**config.mk**
```make
export PLATFORM = sky130hd
export DESIGN_NAME = sprite_rom_arbiter
export DESIGN_NICKNAME = d
export VERILOG_FILES = /design/src/rtl/sprite_rom_arbiter.sv
export SDC_FILE = /design/constraint.sdc
export NUM_CORES = 1
export LEC_CHECK = 0
export BUFFER_PORTS_ARGS = -buffer_cell sky130_fd_sc_hd__buf_2
export CAP_MARGIN = 30
export CORE_MARGIN = 8
export CORE_UTILIZATION = 41
export DETAILED_ROUTE_END_ITERATION = 16
export PLACE_DENSITY = 0.82
export SYNTH_ARGS = -nofsm -noshare
export SYNTH_HDL_FRONTEND = slang
export SYNTH_SLANG_ARGS = --single-unit
```
**constraint.sdc**
```tcl
create_clock -name vga_clk -period 2.2 [get_ports vga_clk]
set_input_delay 0 -clock vga_clk [delete_from_list [all_inputs] [get_ports vga_clk]]
set_output_delay 0 -clock vga_clk [all_outputs]
set_load 0.02 [all_outputs]
```
**src/rtl/sprite_rom_arbiter.sv**
```systemverilog
// Sprite ROM arbiter: shares one synchronous sprite ROM between N_REQ sprite
// address generators. Grants one requester per cycle in round-robin order,
// drives the shared ROM address, and tags the returned palette index with a
// one-hot valid so each pipeline can pick up its own pixel.
module sprite_rom_arbiter #(
  parameter int N_REQ   = 4,
  parameter int ADDR_W  = 13,
  parameter int DATA_W  = 4,
  parameter int ROM_LAT = 1
) (
  input  logic                      vga_clk,
  input  logic                      reset_n,
  input  logic                      en,
  input  logic [N_REQ-1:0]          req,
  input  logic [N_REQ*ADDR_W-1:0]   req_addr,
  output logic [N_REQ-1:0]          gnt,
  output logic [ADDR_W-1:0]         rom_addr,
  input  logic [DATA_W-1:0]         rom_q,
  output logic [N_REQ-1:0]          rd_valid,
  output logic [DATA_W-1:0]         rd_data,
  output logic                      busy
);

  localparam int PTR_W = (N_REQ > 1) ? $clog2(N_REQ) : 1;
  localparam logic [PTR_W:0] N_REQ_EXT = (PTR_W+1)'(N_REQ);

  logic [PTR_W-1:0]     ptr;
  logic [N_REQ-1:0]     eligible;
  logic [2*N_REQ-1:0]   elig_dbl;
  logic [N_REQ-1:0]     elig_rot;
  logic                 pick_valid;
  logic [PTR_W-1:0]     pick_off;
  logic [PTR_W:0]       pick_sum;
  logic [PTR_W:0]       pick_idx_ext;
  logic [PTR_W:0]       next_ptr_ext;
  logic [PTR_W-1:0]     pick_idx;
  logic [PTR_W-1:0]     next_ptr;
  logic [N_REQ-1:0]     gnt_nxt;
  logic [ADDR_W-1:0]    sel_addr;
  logic [N_REQ-1:0]     tag_pipe [ROM_LAT];
  logic                 pipe_busy;

  // The line granted this cycle is masked so a request held one extra
  // cycle (while the requester reacts to gnt) is not granted twice.
  assign eligible = req & ~gnt & {N_REQ{en}};

  // Rotate the eligible set so bit 0 corresponds to the current pointer.
  assign elig_dbl = {eligible, eligible} >> ptr;
  assign elig_rot = elig_dbl[N_REQ-1:0];

  // Find the lowest set bit of the rotated vector (distance from ptr).
  always_comb begin
    pick_valid = 1'b0;
    pick_off   = '0;
    for (int i = N_REQ-1; i >= 0; i--) begin
      if (elig_rot[i]) begin
        pick_valid = 1'b1;
        pick_off   = PTR_W'(i);
      end
    end
  end

  // Convert the distance back to an absolute requester index and the
  // pointer that follows it, both wrapping modulo N_REQ.
  always_comb begin
    pick_sum     = {1'b0, ptr} + {1'b0, pick_off};
    pick_idx_ext = (pick_sum >= N_REQ_EXT) ? (pick_sum - N_REQ_EXT) : pick_sum;
    next_ptr_ext = pick_idx_ext + (PTR_W+1)'(1);
    if (next_ptr_ext == N_REQ_EXT) begin
      next_ptr_ext = '0;
    end
    pick_idx = pick_idx_ext[PTR_W-1:0];
    next_ptr = next_ptr_ext[PTR_W-1:0];
  end

  // One-hot grant and address mux for the chosen requester.
  always_comb begin
    gnt_nxt  = '0;
    sel_addr = '0;
    for (int k = 0; k < N_REQ; k++) begin
      if (pick_valid && (pick_idx == PTR_W'(k))) begin
        gnt_nxt[k] = 1'b1;
        sel_addr   = req_addr[k*ADDR_W +: ADDR_W];
      end
    end
  end

  // Arbitration state: grant pulse, shared ROM address and round-robin pointer.
  always_ff @(posedge vga_clk or negedge reset_n) begin
    if (!reset_n) begin
      gnt      <= '0;
      rom_addr <= '0;
      ptr      <= '0;
    end else begin
      gnt <= gnt_nxt;
      if (pick_valid) begin
        rom_addr <= sel_addr;
        ptr      <= next_ptr;
      end
    end
  end

  // Return path: carry the grant tag alongside the ROM latency, then
  // capture rom_q for the tagged requester.
  always_ff @(posedge vga_clk or negedge reset_n) begin
    if (!reset_n) begin
      for (int s = 0; s < ROM_LAT; s++) begin
        tag_pipe[s] <= '0;
      end
      rd_valid <= '0;
      rd_data  <= '0;
    end else begin
      tag_pipe[0] <= gnt;
      for (int s = 1; s < ROM_LAT; s++) begin
        tag_pipe[s] <= tag_pipe[s-1];
      end
      rd_valid <= tag_pipe[ROM_LAT-1];
      if (|tag_pipe[ROM_LAT-1]) begin
        rd_data <= rom_q;
      end
    end
  end

  // Any tag still travelling through the return pipeline counts as in flight.
  always_comb begin
    pipe_busy = 1'b0;
    for (int s = 0; s < ROM_LAT; s++) begin
      pipe_busy = pipe_busy | (|tag_pipe[s]);
    end
  end

  assign busy = pipe_busy | (|gnt);

endmodule

```
==> summary.txt, run 1 <==
Timing
  • Min Tclk post-route: 2.53 ns
  • Highest clock rate: 395 MHz
  • Clock skew: 0.00622 ns
  • Worst setup margin: -0.330 ns
  • Final Hold Vio Count: 0
  • Final Max Tran Viols: 0
  • Post-route clock period utilization: 1.15
  • Unrepaired setup endpoints after global routing: yes
  • Final Hold Slack: 0.0122 ns
  • Worst Tran Pin Value: 0.683 ns
  • Final setup fails: 15
  • Max_slew headroom: 0.544

Drt
  • Via density: 5.27
  • Drt pass-1 iters: 4
  • Vias: 1782
  • Total wire length: 5730 um
  • # DRC: 0
  • Antenna-violating nets left: 0
  • Starting DRT DRC Count: 68
  • Wire per inst: 16.9 um

Die
  • # IOs: 89
  • # rows: 24
  • Starting density of the core: 0.421
  • Die W: 82.4 um
  • Core area: 0.00429 mm2
  • Die ar.: 0.00679 mm2
  • Die H: 82.4 um

Place
  • GPL Wtd Cong: 0.808
  • Placed Cells: 321
  • Final HPWL DP: 4030 um
  • Port Buf Inserts: 88
  • Post-place setup slack: -0.739 ns
  • Placed instance area: 0.00240 mm2

Global route
  • Vias in the first global route: 1876
  • Largest net degree at the start of global routing: 34
  • GRT Overall Usage: 0.166
  • Initial antenna violation count: 0
  • First-pass GRT wire length: 8760 um
  • Congestion Overflow GR: 0

Finish
  • Fraction of layout cells with a size suffix above 1: 0.605
  • Post-layout net count: 354
  • Commonest non-fill, non-tap cell in the layout: buf_2
  • Area Growth Syn to Fin: 52.1%
  • Final non-filler cell area: 0.00275 mm2
  • Final core utilization: 0.640
  • ANT cells: 0
  • Most frequent cells in the layout: buf_2 (88), a21oi_1 (28), dfrtp_1 (27)
  • Finished Layout Cells: 338

Logic synthesis
  • Synth Area in Adders: 0.0346
  • Mux contribution to synthesized area: 0.0332
  • Cells after Synth: 173
  • Ys Warns: 0
  • Async S/R FF share, synth: 1.00
  • Largest family of logic cells by synthesized area: compound AO/OA/AOI/OAI gates
  • Distinct cell type count after synthesis: 37
  • FF+latch count, synth: 31
  • EDFF count, synth: 0
  • Synthesized cell area: 0.00181 mm2
  • Syn avg cell area: 10.4 um2
  • Register area share after synthesis: 0.429
  • Main flop type after synthesis: dfrtp_1
  • Synthesized Nets: 241
  • Post-synthesis compound-gate area fraction: 0.235
  • Post-Synth Simple-Gate Area: 0.201
  • Xor and xnor fraction of the mapped netlist area: 0.00970

Power
  • Clock share of power: 0.087
  • Net Sw Power: 0.00229 W
  • Comb pwr share: 0.708
  • Power per cell area: 1870 mW/mm2
  • P_int: 0.00286 W
  • Leakage power total: 1.31 nW
  • Worst vdd ir: 0.897 mV
  • Sequential power share: 0.205
  • Switching share of power: 0.444

Setup path
  • CP cell instances: nor2b_4, nand2_2, a21oi_2, a21oi_1, nor2_1, ha_2, xor2_2, ha_2, nor2b_4, buf_12, a221oi_2, nor3_2, a21oi_1, a21oi_1
  • Cells on worst reg2reg path: 14
  • Crit path kind: flip-flop to flip-flop
  • Crit path max fanout: 8
  • CP Capture Type: flip-flop
  • Worst Setup Start Kind: flip-flop
  • WP data arrival: 2.68 ns
  • Worst EP required: 2.35 ns
  • Setup slack on the worst flop-to-flop path: -0.33 ns
  • Critical path's slowest cell: dfrtp_2
  • Reg2reg start: gnt[0]
  • Most used cell, CP: a21oi_1
  • Slowest stage delay, CP: 0.43 ns
  • RR Endpoint: rom_addr[5]

Clocking
  • CTS tree: done
  • Worst-skew pair later-pin latency: 0.28 ns
  • H-tree Lvls: 2
  • Inserted Clock Buffers: 5
  • CTS Buffer Depth: 2
  • Clk Tree Root Cell: clkbuf_8
  • CTS clock-pin slew for the worst setup and hold paths: 0.07 ns
  • Sink Count: 31

Min path
  • Min-delay src: req_addr[43]
  • Hold Path Class: primary input to flip-flop
  • Hold Crit Depth: 3
  • WHS Endpoint: rom_addr[4]

Outcome
  • Failing checks: setup timing
  • Status: finished with violations

Flow run
  • Max Cap Viol: 0
==> routing by layer <==
metal,wire length (um),vias to the layer above,GRT usage
li1,-,842,-
met1,2180,856,0.183
met2,3040,74,0.297
met3,387,10,0.0281
met4,116,0,0.0895
met5,0,-,0
==> power groups by stage <==
stage	registers (W)	logic, W	clock network (W)
floorplan	0.00132	0.00190	0
detailed placement	0.00106	0.00305	0
finish	0.00105	0.00364	0.000450
global placement	0.00103	0.00294	0
global route	0.00109	0.00394	0.000490
CTS	0.00105	0.00341	0.000456
==> how the worst max path moves through the flow <==
stage | start | end | slack, ns
after floorplan | gnt[3] | rom_addr[3] | -0.24
after global placement | gnt[3] | rom_addr[2] | -0.54
after detailed placement | gnt[3] | rom_addr[0] | -0.74
after CTS | gnt[3] | rom_addr[7] | -0.30
after global routing | gnt[0] | rom_addr[5] | -0.49
final | gnt[0] | rom_addr[5] | -0.33
==> worst max-delay path: cells and delay by family (launching register included) <==
family / cells / cell delay (ns)
XOR/XNOR: 1 / 0.17
flip-flops: 1 / 0.43
adder cells (fa/ha/maj): 2 / 0.45
AO/OA/AOI/OAI: 5 / 0.71
AND/OR/NAND/NOR: 5 / 0.50
buffers and inverters: 1 / 0.14
==> registers in the layout (all words and copies together), names as in the netlist <==
register	flops
gnt	4
ptr	2
rd_data	4
rd_valid	4
rom_addr	13
tag_pipe	4
==> synthesized netlist by cell type, types with 2 or more instances <==
master,count,area share
nor3_1,13,0.036
nand2_1,6,0.012
nand2b_4,3,0.023
ha_1,5,0.035
and2_1,4,0.014
dfrtp_1,31,0.43
a21oi_1,31,0.086
a221oi_1,3,0.015
nor2_1,15,0.031
inv_1,3,0.0062
nor2b_1,13,0.045
nor2b_2,2,0.0097
mux2_2,4,0.025
clkbuf_1,3,0.0062
buf_6,5,0.031
a221oi_2,11,0.091
==> cell type report <==
class                   count  area [um2]
multi-input cells         127        1080
inverters                   3        11.3
clock buffers               6        82.6
repair buffers            118         723
fillers                   336        1550
clock inverters             1        5.00
well taps                  52        65.1
flip-flops and latches     31         781
==> stage by stage <==
step	total power [W]	TNS, ns
6_report	0.00515	-3.93
5_1_grt	0.00553	-6.25
2_1_floorplan	0.00322	-2.94
3_5_place_dp	0.00410	-8.86
3_3_place_gp	0.00397	-6.27
4_1_cts	0.00491	-3.25
==> timing repair <==
action,CTS,global route
setup endpoints to repair,14,16
endpoints found under the hold margin,35,0
pin swaps,9,7
gates resized for setup,14,14
buffers inserted,3,1
gates cloned,1,0
hold buffers,5,0
==> cell families after synthesis <==
logic type / count (synthesis)
buf+inv: 15
fa+ha+maj: 5
compound gates: 54
simple gates: 61
flops: 31
xor+xnor: 2
mux: 5
Note: power is estimated with default switching activity, not from simulation.
==> inputs of run 2 (changes only) <==
--- a/config.mk
+++ b/config.mk
@@ -9,8 +9,10 @@
 export CAP_MARGIN = 30
 export CORE_MARGIN = 8
 export CORE_UTILIZATION = 41
+export CTS_CLUSTER_SIZE = 10
 export DETAILED_ROUTE_END_ITERATION = 16
 export PLACE_DENSITY = 0.82
+export SKIP_LAST_GASP = 1
 export SYNTH_ARGS = -nofsm -noshare
 export SYNTH_HDL_FRONTEND = slang
 export SYNTH_SLANG_ARGS = --single-unit
==> run 2 against run 1 <==
Against the previous run: the run still ends with setup timing left; via count is 1.6% higher; power increased by 4.0%; clock power shrank 0.9%; design area is 1.9% higher; routed wire length increased by 4.5%; register-to-register slack worse by 0.04 ns; combinational power increased by 5.8%; clock skew fell by 0.0014 ns; die area did not move; critical path depth unchanged; sequential power is essentially flat; first-iteration DRC count is 10% lower.
==> summary.txt, run 2 (synthesized netlist as in run 1, its figures left out) <==
Global route
  • Initial antenna violation count: 0 (unchanged)
  • Vias in the first global route: 1875 (-0.053%)
  • GRT Overall Usage: 0.166 (+0.000225)
  • First-pass GRT wire length: 8760 um (unchanged)
  • Congestion Overflow GR: 0 (unchanged)
  • Largest net degree at the start of global routing: 34 (unchanged)

Timing
  • Highest clock rate: 389 MHz (-1.6%)
  • Final Max Tran Viols: 0 (unchanged)
  • Final Hold Vio Count: 0 (unchanged)
  • Worst setup margin: -0.371 ns (-0.0405 ns)
  • Post-route clock period utilization: 1.17 (+0.0184)
  • Final setup fails: 14 (-1)
  • Max_slew headroom: 0.544 (-0.000950)
  • Clock skew: 0.00484 ns (-0.00138 ns)
  • Min Tclk post-route: 2.57 ns (+0.0405 ns)
  • Worst Tran Pin Value: 0.685 ns (+0.00143 ns)
  • Unrepaired setup endpoints after global routing: yes
  • Final Hold Slack: 0.0104 ns (-0.00187 ns)
  • Setup TNS Final: -4.36 ns (-0.425 ns)

Min path
  • Hold Crit Depth: 3 (unchanged)
  • Hold Path Class: primary input to flip-flop

Drt
  • Vias: 1810 (+1.6%)
  • Total wire length: 5990 um (+4.5%)
  • Wire per inst: 17.6 um (+3.6%)
  • # DRC: 0 (unchanged)
  • Via density: 5.31 (+0.68%)
  • Drt pass-1 iters: 4 (unchanged)
  • Antenna-violating nets left: 0 (unchanged)
  • Starting DRT DRC Count: 61 (-10%)

Die
  • # IOs: 89 (unchanged)
  • Core area: 0.00429 mm2 (unchanged)
  • Die H: 82.4 um (unchanged)
  • Die W: 82.4 um (unchanged)
  • # rows: 24 (unchanged)
  • Die ar.: 0.00679 mm2 (unchanged)
  • Starting density of the core: 0.421 (unchanged)

Setup path
  • Worst Setup Start Kind: flip-flop
  • Cells on worst reg2reg path: 14 (unchanged)
  • Crit path max fanout: 5 (-3)
  • Worst EP required: 2.41 ns (+0.06 ns)
  • WP data arrival: 2.78 ns (+0.10 ns)
  • Crit path kind: flip-flop to flip-flop
  • CP Capture Type: flip-flop

Finish
  • Area Growth Syn to Fin: 55.0%
  • Biggest register: rom_addr
  • Max reg flops: 13 (unchanged)
  • Commonest non-fill, non-tap cell in the layout: buf_2
  • Most frequent cells in the layout: buf_2 (88), a21oi_1 (28), dfrtp_1 (27)
  • ANT cells: 0 (unchanged)
  • Fillers: 334 (-0.60%)
  • Post-layout net count: 357 (+0.85%)
  • Fraction of layout cells with a size suffix above 1: 0.612 (+0.00756)

Clocking
  • H-tree Lvls: 2 (unchanged)
  • CTS Buffer Depth: 2 (unchanged)
  • CTS clock-pin slew for the worst setup and hold paths: 0.06 ns (about the same)
  • Worst-skew pair later-pin latency: 0.28 ns (about the same)
  • Inserted Clock Buffers: 5 (unchanged)
  • CTS tree: done
  • Clk Tree Root Cell: clkbuf_8
  • Sink Count: 31 (unchanged)

Power
  • Leakage power total: 1.33 nW (+1.9%)
  • Worst vdd ir: 0.962 mV (+7.2%)
  • Power per cell area: 1910 mW/mm2 (+2.0%)

Place
  • Port Buf Inserts: 88 (unchanged)
  • GPL Wtd Cong: 0.808 (unchanged)
  • Final HPWL DP: 4030 um (unchanged)

Outcome
  • Status: finished with violations
  • Failing checks: setup timing

Flow run
  • Max Cap Viol: 0 (unchanged)
==> run 2: changes by cell type in the layout (fill, tap and decap cells not counted) <==
cell and delta:
buf_6 +2, nor2b_1 -2, nor2b_2 +2, clkbuf_16 +1, inv_1 +1, inv_2 -1
==> run 2: metal layers <==
metal  routed length, um  up-vias  global-route usage
li1                    -      847                   -
met1                2330      870               0.182
met2                3110       81               0.298
met3                 411       12              0.0281
met4                 130        0              0.0912
met5                   0        -                   0
==> run 2: cell type report <==
class | instances | area, um2 | share of cell area
multi-input combinational | 127 | 1080 | 0.387
sequential | 31 | 781 | 0.279
timing repair buffer | 121 | 771 | 0.275
clock buffer | 6 | 82.6 | 0.0295
tap | 52 | 65.1 | 0.0232
inverter | 3 | 11.3 | 0.00402
clock inverter | 1 | 5.00 | 0.00179
==> run 2: report_power, final <==
group	leakage [nW]	internal (W)	total [W]	switching [W]
sequential	0.376	0.000860	0.00106	0.000197
clock	0.0470	0.000245	0.000446	0.000201
combinational	0.909	0.00189	0.00385	0.00196
total	1.33	0.00299	0.00535	0.00236
==> run 2: per-stage QoR <==
step	util	cells	power, W	worst slack [ns]	instance area (um2)
final	0.652	341	0.00535	-0.371	2800
after CTS	0.617	337	0.00488	-0.303	2650
after global placement	0.560	321	0.00397	-0.540	2400
after detailed placement	0.560	321	0.00410	-0.739	2400
after floorplan	-	173	0.00322	-0.241	1830
after global routing	0.652	341	0.00571	-0.546	2800
==> run 2: worst paths after layout <==
kind                         startpoint     endpoint  slack [ns]
min reg2reg                 tag_pipe[1]  rd_valid[1]        0.43
max in group asynchronous       reset_n       gnt[1]        1.42
min                        req_addr[44]  rom_addr[5]        0.01
max reg2reg                      gnt[0]  rom_addr[1]       -0.37
min in group asynchronous       reset_n   rd_data[3]        0.30
max                              gnt[0]  rom_addr[1]       -0.37
==> run 2: worst max-delay path, stage by stage (launching register included) <==
cell	delay, ns
dfrtp_2	0.43
nor2b_4	0.17
nand2_2	0.09
a21oi_2	0.15
a21oi_1	0.09
nor2_1	0.11
ha_2	0.23
xor2_2	0.19
ha_2	0.22
nor2b_4	0.20
buf_12	0.14
a221oi_2	0.05
nor3_1	0.21
a21oi_1	0.08
a21oi_1	0.14
==> run 2: repair_timing <==
item,CTS,global route
setup buffers,3,1
cloned,1,3
endpoints found under the hold margin,35,0
pin swaps,8,8
gates resized for setup,12,22
hold buffers,5,0
endpoints found under the setup margin,14,16
==> inputs of run 3 (changes only) <==
--- a/config.mk
+++ b/config.mk
@@ -5,10 +5,11 @@
 export SDC_FILE = /design/constraint.sdc
 export NUM_CORES = 1
 export LEC_CHECK = 0
+export ABC_AREA = 1
 export BUFFER_PORTS_ARGS = -buffer_cell sky130_fd_sc_hd__buf_2
 export CAP_MARGIN = 30
 export CORE_MARGIN = 8
-export CORE_UTILIZATION = 41
+export CORE_UTILIZATION = 42
 export CTS_CLUSTER_SIZE = 10
 export DETAILED_ROUTE_END_ITERATION = 16
 export PLACE_DENSITY = 0.82
==> run 3 against run 2 <==
Against the previous run: the run still ends with setup timing left; synthesized cell count rose by 58%; worst hold slack gained 0.021 ns; flip-flop and latch count unchanged; area after synthesis up 4.5%; first-iteration DRC count rose to 3.4 times the previous value; global-route usage increased by 3.1 points.
==> summary.txt, run 3 <==
Outcome
  • Status: finished with violations
  • Failing checks: setup timing

Drt
  • Via density: 5.17 (-2.5%)
  • Wire per inst: 16.3 um (-7.3%)
  • # DRC: 0 (unchanged)
  • Vias: 2432 (+34%)
  • Drt pass-1 iters: 6 (+2)
  • Starting DRT DRC Count: 206 (+240%)
  • Total wire length: 7650 um (+28%)
  • Antenna-violating nets left: 0 (unchanged)

Timing
  • Worst setup margin: -0.474 ns (-0.103 ns)
  • Max_slew headroom: 0.530 (-0.0138)
  • Unrepaired setup endpoints after global routing: yes
  • Post-route clock period utilization: 1.22 (+0.0467)
  • Worst Tran Pin Value: 0.705 ns (+0.0207 ns)
  • Final Max Tran Viols: 0 (unchanged)
  • Highest clock rate: 374 MHz (-3.8%)
  • Final setup fails: 18 (+4)
  • Clock skew: 0.0122 ns (+0.00736 ns)
  • Min Tclk post-route: 2.67 ns (+0.103 ns)
  • Final Hold Vio Count: 0 (unchanged)

Die
  • # IOs: 89 (unchanged)
  • Die ar.: 0.00690 mm2 (+1.6%)
  • Core area: 0.00435 mm2 (+1.4%)
  • # rows: 24 (unchanged)
  • Die W: 83.0 um (+0.81%)
  • Die H: 83.0 um (+0.81%)
  • Starting density of the core: 0.434 (+0.0129)

Global route
  • Congestion Overflow GR: 0 (unchanged)
  • Met1 GRT Util: 0.209 (+0.0266)
  • Top Usage Layer GRT: met2
  • GRT Overall Usage: 0.197 (+0.0308)
  • Met3 usage: 0.0498 (+0.0217)
  • First-pass GRT wire length: 11300 um (+29%)
  • Largest net degree at the start of global routing: 32 (-5.9%)
  • Initial antenna violation count: 1 (+1)
  • Vias in the first global route: 2437 (+30%)
  • GR met2 Demand/Resource: 0.339 (+0.0412)

Place
  • Final HPWL DP: 4340 um (+7.8%)
  • Placed Cells: 428 (+33%)
  • GPL Wtd Cong: 0.836 (+3.5%)
  • Port Buf Inserts: 88 (unchanged)

Setup path
  • Crit path kind: flip-flop to flip-flop
  • Worst EP required: 2.39 ns (-0.02 ns)
  • Setup slack on the worst flop-to-flop path: -0.47 ns (-0.10 ns)
  • Reg2reg start: ptr[0]
  • Crit path max fanout: 8 (+3)
  • WP data arrival: 2.86 ns (+0.08 ns)
  • CP Capture Type: flip-flop
  • Critical path's slowest cell: dfrtp_2
  • CP cell instances: clkinv_4, nand2_4, nand3_2, nand2_2, a31oi_4, nor2_2, ha_2, xnor2_2, xor2_2, inv_2, buf_6, ha_4, buf_6, nand4_1, nand3_1, nand2_1, nand2_1
  • Slowest stage delay, CP: 0.48 ns (+0.05 ns)
  • Cells on worst reg2reg path: 17 (+3)
  • Worst Setup Start Kind: flip-flop
  • RR Endpoint: rom_addr[11]

Logic synthesis
  • Cells after Synth: 273 (+58%)
  • Largest cells by area after synthesis: dfrtp_1 (41%), nand2_1 (19%), nand3_1 (11%), inv_1 (7.4%), ha_1 (3.3%)
  • Distinct cell type count after synthesis: 23 (-38%)
  • Cell taking the most area after synthesis: dfrtp_1
  • Post-synth top area share: 0.411 (-0.0185)
  • Ys Warns: 0 (unchanged)
  • Synthesized cell area: 0.00189 mm2 (+4.5%)
  • Syn avg cell area: 6.92 um2 (-34%)
  • Main flop type after synthesis: dfrtp_1
  • Register area share after synthesis: 0.411 (-0.0185)
  • EDFF count, synth: 0 (unchanged)
  • Count leader, synth: nand2_1
  • Synthesized Nets: 341 (+41%)
  • FF+latch count, synth: 31 (unchanged)
  • Most frequent cells after synthesis: nand2_1 (98), nand3_1 (42), inv_1 (37)
  • Async S/R FF share, synth: 1.00 (unchanged)

Clocking
  • Inserted Clock Buffers: 5 (unchanged)
  • H-tree Lvls: 2 (unchanged)
  • Worst-skew pair later-pin latency: 0.30 ns (+0.02 ns)
  • CTS clock-pin slew for the worst setup and hold paths: 0.07 ns (about the same)
  • CTS Buffer Depth: 2 (unchanged)
  • Clk Tree Root Cell: clkbuf_8
  • CTS tree: done
  • Sink Count: 31 (unchanged)

Finish
  • Commonest non-fill, non-tap cell in the layout: buf_2
  • Post-layout net count: 484 (+36%)
  • Fraction of layout cells with a size suffix above 1: 0.496 (-0.116)
  • Area Growth Syn to Fin: 75.3%
  • Finished Layout Cells: 470 (+38%)
  • Most frequent cells in the layout: buf_2 (88), nand2_1 (84), inv_1 (28), nand3_1 (28), buf_4 (28)
  • Reg area: 783 um2 (+0.32%)
  • Biggest register: rom_addr
  • Fillers: 286 (-14%)
  • Area of the multi-input gates: 0.00120 mm2 (+11%)
  • Max reg flops: 13 (unchanged)

Min path
  • Min-delay src: req_addr[39]
  • Hold Crit Depth: 5 (+2)
  • Hold Path Class: primary input to flip-flop
  • WHS Endpoint: rom_addr[0]

Flow run
  • Max Cap Viol: 0 (unchanged)
==> run 3: cell count changes in the layout (fill, tap and decap cells not counted), moves of 11 or more <==
cell / delta
nand2_1: +80
nand3_1: +28
inv_1: +25
a21oi_1: -20
a221oi_2: -12
nand2_4: +11
==> run 3: final cells by class <==
class	instances	share of cell area
timing repair inverter	1	0.00227
tap	52	0.0197
multi-input combinational	192	0.363
antenna	1	0.000756
inverter	41	0.0526
clock inverter	2	0.0106
sequential	31	0.237
clock buffer	6	0.0250
timing repair buffer	144	0.290
==> run 3: what timing repair did <==
action / in CTS / in global routing
endpoints found under the hold margin: 43 / 0
hold buffers: 13 / 0
setup buffers: 9 / 11
pin swaps: 18 / 26
gates cloned: 3 / 0
resized for setup: 44 / 46
endpoints found under the setup margin: 18 / 18
==> run 3: metal layers <==
layer	up-vias	wire length [um]
met5	-	0
met4	0	387
met3	36	502
met2	139	3800
met1	1109	2960
li1	1148	-
==> run 3: kinds of logic (layout without fill, tap and decap cells) <==
family | after synthesis | after routing | synth area share
simple gates | 169 | 171 | 0.391
buf+inv | 52 | 194 | 0.118
flops | 31 | 31 | 0.411
compound gates | 14 | 14 | 0.0378
fa+ha+maj | 5 | 5 | 0.0331
xor+xnor | 2 | 2 | 0.00928
other cells | 0 | 1 | 0
==> run 3: through the flow <==
step | worst slack, ns | setup TNS, ns | hold slack (ns) | util | area, um2
after floorplan | -0.222 | -2.67 | -0.296 | - | 1950
after global placement | -0.269 | -3.27 | 0.0788 | 0.586 | 2550
after detailed placement | -0.412 | -5.61 | 0.0912 | 0.586 | 2550
after CTS | -0.264 | -3.24 | 0.000100 | 0.699 | 3040
after global routing | -0.635 | -8.76 | 0.0324 | 0.760 | 3310
final | -0.474 | -6.50 | 0.0318 | 0.760 | 3310
==> run 3: how the worst max path moves through the flow <==
stage                     slack, ns      endpoint   start  cells after the start
after floorplan               -0.22  rom_addr[11]  gnt[2]                     19
after global placement        -0.27   rom_addr[0]  ptr[0]                     17
after detailed placement      -0.41   rom_addr[0]  gnt[3]                     17
after CTS                     -0.26   rom_addr[2]  ptr[0]                     19
after global routing          -0.63   rom_addr[2]  ptr[0]                     19
final                         -0.47  rom_addr[11]  ptr[0]                     17
==> run 3: critical path, delay by kind of cell (launching register included) <==
kind,cells,cell delay (ns)
AND/OR/NAND/NOR,8,0.72
buffers and inverters,4,0.52
flip-flops,1,0.48
adder cells (fa/ha/maj),2,0.39
XOR/XNOR,2,0.37
AO/OA/AOI/OAI,1,0.09
Power of run 3 is left out: the tool's default activity adds up to more than one toggle a clock period on the data nets, which glitch-free logic cannot reach.
